$ cat src/rtl/mem_data_pkg.sv
// Shared types and defaults for the data-memory arbiter.
// The lock counter width is derived from the maximum idle-owner count.
package mem_data_pkg;

  localparam int AW_DEF       = 8;
  localparam int DW_DEF       = 32;
  localparam int MAX_LOCK_DEF = 15;

  typedef enum logic [1:0] {
    IDLE = 2'd0,
    OWN0 = 2'd1,
    OWN1 = 2'd2
  } arb_state_e;

  function automatic int lock_cnt_w(input int max_lock);
    return $clog2(max_lock + 1);
  endfunction

endpackage

$ cat src/rtl/mem_arb_rr2.sv
// Two-input round-robin picker: on a tie the port not served last wins.
// Purely combinational; pick_o is one-hot or zero.
module mem_arb_rr2 (
  input  logic [1:0] req_i,
  input  logic       last_i,
  output logic [1:0] pick_o
);

  // last_i = 1 means port 1 was served last, so port 0 wins a tie.
  assign pick_o[0] = req_i[0] & (~req_i[1] | last_i);
  assign pick_o[1] = req_i[1] & (~req_i[0] | ~last_i);

endmodule

$ cat src/rtl/mem_data_arb.sv
// Shares the single data-memory port between the CPU (port 0) and the DMA loader (port 1),
// with round-robin arbitration, ownership lock for RMW sequences and a lock timeout.
module mem_data_arb
  import mem_data_pkg::*;
#(
  parameter int AW       = AW_DEF,
  parameter int DW       = DW_DEF,
  parameter int MAX_LOCK = MAX_LOCK_DEF
) (
  input  logic          clk,
  input  logic          rst_n,
  input  logic          r0_req,
  input  logic          r0_wr,
  input  logic          r0_lock,
  input  logic [AW-1:0] r0_addr,
  input  logic [DW-1:0] r0_wdata,
  output logic          r0_gnt,
  output logic          r0_rvalid,
  output logic [DW-1:0] r0_rdata,
  input  logic          r1_req,
  input  logic          r1_wr,
  input  logic          r1_lock,
  input  logic [AW-1:0] r1_addr,
  input  logic [DW-1:0] r1_wdata,
  output logic          r1_gnt,
  output logic          r1_rvalid,
  output logic [DW-1:0] r1_rdata,
  output logic          lock_timeout,
  output logic          mem_wr,
  output logic [AW-1:0] mem_addr,
  output logic [DW-1:0] mem_wdata,
  input  logic [DW-1:0] mem_rdata
);

  localparam int LCW = lock_cnt_w(MAX_LOCK);
  localparam logic [LCW-1:0] LOCK_LAST = LCW'(MAX_LOCK - 1);

  arb_state_e     state_q;
  logic           last_q;
  logic [LCW-1:0] lock_cnt_q;
  logic           lock_timeout_q;
  logic [1:0]     rvalid_q;
  logic [DW-1:0]  rdata0_q;
  logic [DW-1:0]  rdata1_q;

  logic [1:0] req;
  logic [1:0] pick;
  logic [1:0] gnt;
  logic [1:0] xfer;

  assign req = {r1_req, r0_req};

  mem_arb_rr2 u_rr2 (
    .req_i  (req),
    .last_i (last_q),
    .pick_o (pick)
  );

  // NOTE: every signal driven in always_comb gets a default first so no latch is inferred.
  always_comb begin
    gnt = 2'b00;
    if (rst_n) begin
      unique case (state_q)
        IDLE:    gnt = pick;
        OWN0:    gnt = {1'b0, r0_req};
        OWN1:    gnt = {r1_req, 1'b0};
        default: gnt = 2'b00;
      endcase
    end
  end

  assign xfer   = req & gnt;
  assign r0_gnt = gnt[0];
  assign r1_gnt = gnt[1];

  // Port 0 drives the memory pins whenever port 1 is not granted.
  assign mem_addr  = gnt[1] ? r1_addr  : r0_addr;
  assign mem_wdata = gnt[1] ? r1_wdata : r0_wdata;
  assign mem_wr    = (xfer[0] & r0_wr) | (xfer[1] & r1_wr);

  // NOTE: all state uses non-blocking assignments so every register samples pre-edge values.
  always_ff @(posedge clk or negedge rst_n) begin
    if (!rst_n) begin
      state_q        <= IDLE;
      last_q         <= 1'b1;
      lock_cnt_q     <= '0;
      lock_timeout_q <= 1'b0;
    end else begin
      lock_timeout_q <= 1'b0;
      if (xfer[0]) begin
        last_q     <= 1'b0;
        lock_cnt_q <= '0;
        state_q    <= r0_lock ? OWN0 : IDLE;
      end else if (xfer[1]) begin
        last_q     <= 1'b1;
        lock_cnt_q <= '0;
        state_q    <= r1_lock ? OWN1 : IDLE;
      end else if (state_q != IDLE) begin
        if (lock_cnt_q == LOCK_LAST) begin
          // Forced release: the stale owner counts as last served so the other port wins next.
          state_q        <= IDLE;
          last_q         <= (state_q == OWN1);
          lock_cnt_q     <= '0;
          lock_timeout_q <= 1'b1;
        end else begin
          lock_cnt_q <= lock_cnt_q + 1'b1;
        end
      end
    end
  end

  always_ff @(posedge clk or negedge rst_n) begin
    if (!rst_n) begin
      rvalid_q <= 2'b00;
      rdata0_q <= '0;
      rdata1_q <= '0;
    end else begin
      rvalid_q <= xfer;
      if (xfer[0] && !r0_wr) rdata0_q <= mem_rdata;
      if (xfer[1] && !r1_wr) rdata1_q <= mem_rdata;
    end
  end

  assign r0_rvalid    = rvalid_q[0];
  assign r1_rvalid    = rvalid_q[1];
  assign r0_rdata     = rdata0_q;
  assign r1_rdata     = rdata1_q;
  assign lock_timeout = lock_timeout_q;

endmodule

$ cat config.mk
export PLATFORM = sky130hd
export DESIGN_NAME = mem_data_arb
export DESIGN_NICKNAME = d
export VERILOG_FILES = /design/src/rtl/mem_data_pkg.sv /design/src/rtl/mem_arb_rr2.sv /design/src/rtl/mem_data_arb.sv
export SDC_FILE = /design/constraint.sdc
export NUM_CORES = 1
export LEC_CHECK = 0
export CAP_MARGIN = 20
export CORE_MARGIN = 2
export CORE_UTILIZATION = 49
export DETAILED_ROUTE_END_ITERATION = 8
export DONT_BUFFER_PORTS = 1
export SYNTH_ARGS = -nofsm -noshare
export SYNTH_HDL_FRONTEND = slang
export SYNTH_SLANG_ARGS = --single-unit
$ cat constraint.sdc
create_clock -name clk -period 3.4 [get_ports clk]
set_clock_uncertainty 0.15 [all_clocks]
set_input_delay 0.51 -clock clk [delete_from_list [all_inputs] [get_ports clk]]
set_output_delay 0.51 -clock clk [all_outputs]
set_load 0.005 [all_outputs]
==> flow_metrics.tcl <==
set metrics [dict create \
    worst-path-max-fanout 42 \
    dominantRegCellSynth "sky130_fd_sc_hd__dfrtp_1" \
    ios 230 \
    hp-class "input pin to flop" \
    criticalPathCategory "flop to output pin" \
    synth_edf_count 0 \
    finalMaxSlewViolations 0 \
    worst_setup_path_end_kind "output pin" \
    number_of_antenna_violations_at_the_first_check_in_global_routing 5 \
    power_per_cell_area_nw_per_um2 713 \
    headroom_to_the_max_slew_limit 0.391 \
    global_route_usage_over_all_layers 0.211 \
    ctsHtreeMaxLevel 3 \
    post_synth_num_cell_types 35 \
    final-setup-viol-count 0 \
    placed_cells_incl_taps 322 \
    final.setup.tns_ps 0 \
    unrepaired_setup_endpoints_after_global_routing "false" \
    netlist_area_sq_um 3590 \
    r2r_start "state_q[1]$_DFFE_PN0P_" \
    ys_ff_latch 74 \
    hpwlAfterDp_um 6960 \
    pre_cts_slack_ps 750 \
    port_buffers 0 \
    rows 31 \
    arrival_ps 2330 \
    dieHeight_um 89.7 \
    max_cap_violations 0 \
    report.final.hold_viol_count 0 \
    clock_tree.root_cell "sky130_fd_sc_hd__clkbuf_8" \
    worst_hold_slack_ps 155 \
    clock_buffers_created_by_tritoncts 9 \
    achievable-frequency_mhz 335 \
    detail-route-antenna-nets 0 \
    grt_pass1_vias 1973 \
    drc 0 \
    required_time_of_the_worst_setup_path_ps 2740 \
    start_util 0.501 \
    syn_nets 354 \
    post_cts_setup_repair_buffer_count 0 \
    core_area_sq_um 7180 \
    hold_start "mem_rdata[22]" \
    syn_to_final_growth_pct 7.59 \
    synth-seq-area-share 0.515 \
    cp-start-kind "flop" \
    syn-mean-instance-area_sq_um 15.5 \
    first_iter_violations 73 \
    tightestPinTransition_ps 913 \
    vias 2015 \
    ys_async_rst_share 1.00 \
    irDropWorstVdd_mv 0.331 \
    global_route.overflow_total 0 \
    run_status "finished, final reports clean" \
    vias_per_cell 5.87 \
    finish.utilization 0.539 \
    synth_warnings 0 \
    layout-drive-gt1-share 0.548 \
    wirelength_um 9210 \
    post-route-min-period_ps 2990 \
    worst_setup_slack_final_ps 413 \
    worst_skew_pair_later_pin_latency_ps 330 \
    routabilityCongestion 0.753 \
    final_nets 358 \
    p_leak_nw 1.66 \
    clock_sink_count 74 \
    netlist_instances 232 \
    dieArea_sq_um 8040 \
    finish.cell_count_without_fillers 343 \
    drt_pass1_iterations 4 \
    die_width_um 89.7 \
    filler_cell_count 590 \
    cts.path.max_buffers 2 \
    drt-wirelength-per-cell_um 26.9 \
    path_clk_slew_ps 80 \
    grt_start_max_net_pins 75 \
    post-route-period-util 0.878 \
    grt_first_pass_wirelength_um 12000 \
    tritoncts "yes" \
    crit_start "state_q[1]$_DFFE_PN0P_" \
]
[cell type report]
cell class	instances	area (sq um)	area share
inverter	3	11.3	0.00291
tap	99	124	0.0320
clock inverter	6	66.3	0.0171
clock buffer	10	128	0.0330
antenna	3	7.51	0.00194
timing repair buffer	5	72.6	0.0188
sequential	74	1850	0.479
multi-input combinational	143	1610	0.415
[critical path, stage by stage (launching register included)]
cell and delay, ps:
sky130_fd_sc_hd__dfrtp_1 460, sky130_fd_sc_hd__nor2b_4 240, sky130_fd_sc_hd__a21o_2 770, sky130_fd_sc_hd__inv_1 250
sky130_fd_sc_hd__a22o_1 270
[report_power, final]
part / total, mW / internal, mW / switching [mW]
Combinational: 0.607 / 0.399 / 0.209
Sequential: 1.48 / 1.20 / 0.285
Clock: 0.669 / 0.340 / 0.329
Total: 2.76 / 1.93 / 0.822
[Yosys cell counts (2+ instances only)]
cell type / instances / area, sq um
sky130_fd_sc_hd__buf_4: 4 / 30.0
sky130_fd_sc_hd__o21ai_0: 4 / 20.0
sky130_fd_sc_hd__or3_1: 3 / 18.8
sky130_fd_sc_hd__nand2_1: 3 / 11.3
sky130_fd_sc_hd__and3b_2: 2 / 20.0
sky130_fd_sc_hd__ha_1: 2 / 25.0
sky130_fd_sc_hd__inv_1: 3 / 11.3
sky130_fd_sc_hd__mux2_2: 72 / 811
sky130_fd_sc_hd__dfrtp_1: 73 / 1830
sky130_fd_sc_hd__a21oi_1: 5 / 25.0
sky130_fd_sc_hd__buf_12: 3 / 60.1
sky130_fd_sc_hd__buf_6: 4 / 45.0
sky130_fd_sc_hd__mux2_4: 30 / 450
sky130_fd_sc_hd__mux2_1: 2 / 22.5
sky130_fd_sc_hd__a32o_1: 2 / 20.0
[layer usage]
| layer | share of wire | wire length (um) | vias to the layer above | GRT usage |
|---|---|---|---|---|
| li1 | - | - | 852 | - |
| met1 | 0.35 | 3220 | 1008 | 0.237 |
| met2 | 0.48 | 4400 | 133 | 0.322 |
| met3 | 0.15 | 1380 | 18 | 0.141 |
| met4 | 0.020 | 185 | 4 | 0.0760 |
| met5 | 0.0027 | 25 | - | 0 |
[cell usage in the layout (no fill, tap or decap), types with 2 or more instances in the layout]
| master | instances |
|---|---|
| sky130_fd_sc_hd__o21ai_0 | 4 |
| sky130_fd_sc_hd__inv_1 | 3 |
| sky130_fd_sc_hd__a32o_1 | 2 |
| sky130_fd_sc_hd__dfrtp_1 | 73 |
| sky130_fd_sc_hd__mux2_4 | 30 |
| sky130_fd_sc_hd__mux2_1 | 2 |
| sky130_fd_sc_hd__or3_1 | 3 |
| sky130_fd_sc_hd__and3b_2 | 2 |
| sky130_fd_sc_hd__buf_4 | 2 |
| sky130_fd_sc_hd__diode_2 | 3 |
| sky130_fd_sc_hd__a21oi_1 | 5 |
| sky130_fd_sc_hd__clkinvlp_4 | 3 |
| sky130_fd_sc_hd__ha_1 | 2 |
| sky130_fd_sc_hd__clkbuf_8 | 9 |
| sky130_fd_sc_hd__nand2_1 | 3 |
| sky130_fd_sc_hd__mux2_2 | 72 |
[registers in the layout, indices dropped and copies added, names as in the netlist]
| signal | flops |
|---|---|
| r0_rdata | 32 |
| r1_rdata | 32 |
| lock_cnt_q | 4 |
| rvalid_q | 2 |
| state_q | 2 |
| last_q | 1 |
| lock_timeout | 1 |
[logic make-up (layout without fill, tap and decap cells)]
kind of cell / after synthesis / in the layout / synth area share
AO/OA/AOI/OAI: 17 / 17 / 0.0352
AND/OR/NAND/NOR: 20 / 20 / 0.0432
multiplexers: 104 / 104 / 0.357
adder cells (fa/ha/maj): 2 / 2 / 0.00696
buffers and inverters: 15 / 24 / 0.0421
flip-flops: 74 / 74 / 0.515
other: 0 / 3 / 0
[path summary, 6_finish.rpt]
| check | cells after the start | end | slack (ps) |
|---|---|---|---|
| max | 4 | mem_wr | 410 |
| min | 1 | r1_rdata[22]$_DFFE_PN0P_ | 160 |
| min in group asynchronous | 2 | r1_rdata[30]$_DFFE_PN0P_ | 580 |
| max in group asynchronous | 2 | last_q$_DFFE_PN1P_ | 2220 |
| min reg2reg | 1 | r1_rdata[22]$_DFFE_PN0P_ | 380 |
| max reg2reg | 4 | r0_rdata[14]$_DFFE_PN0P_ | 1070 |
[per-stage QoR]
| step | instance area [sq um] | power (mW) |
|---|---|---|
| 4_1_cts | 3860 | 2.78 |
| 6_report | 3870 | 2.76 |
| 5_1_grt | 3860 | 2.91 |
| 3_3_place_gp | 3630 | 2.04 |
| 2_1_floorplan | 3590 | 1.93 |
| 3_5_place_dp | 3630 | 2.08 |
[repair_timing]
| item | 4_1_cts | 5_1_grt |
|---|---|---|
| resized for setup | 0 | 0 |
| hold buffers | 2 | 0 |
| hold endpoints to repair | 74 | 0 |
(Power assumes the default switching activity.)
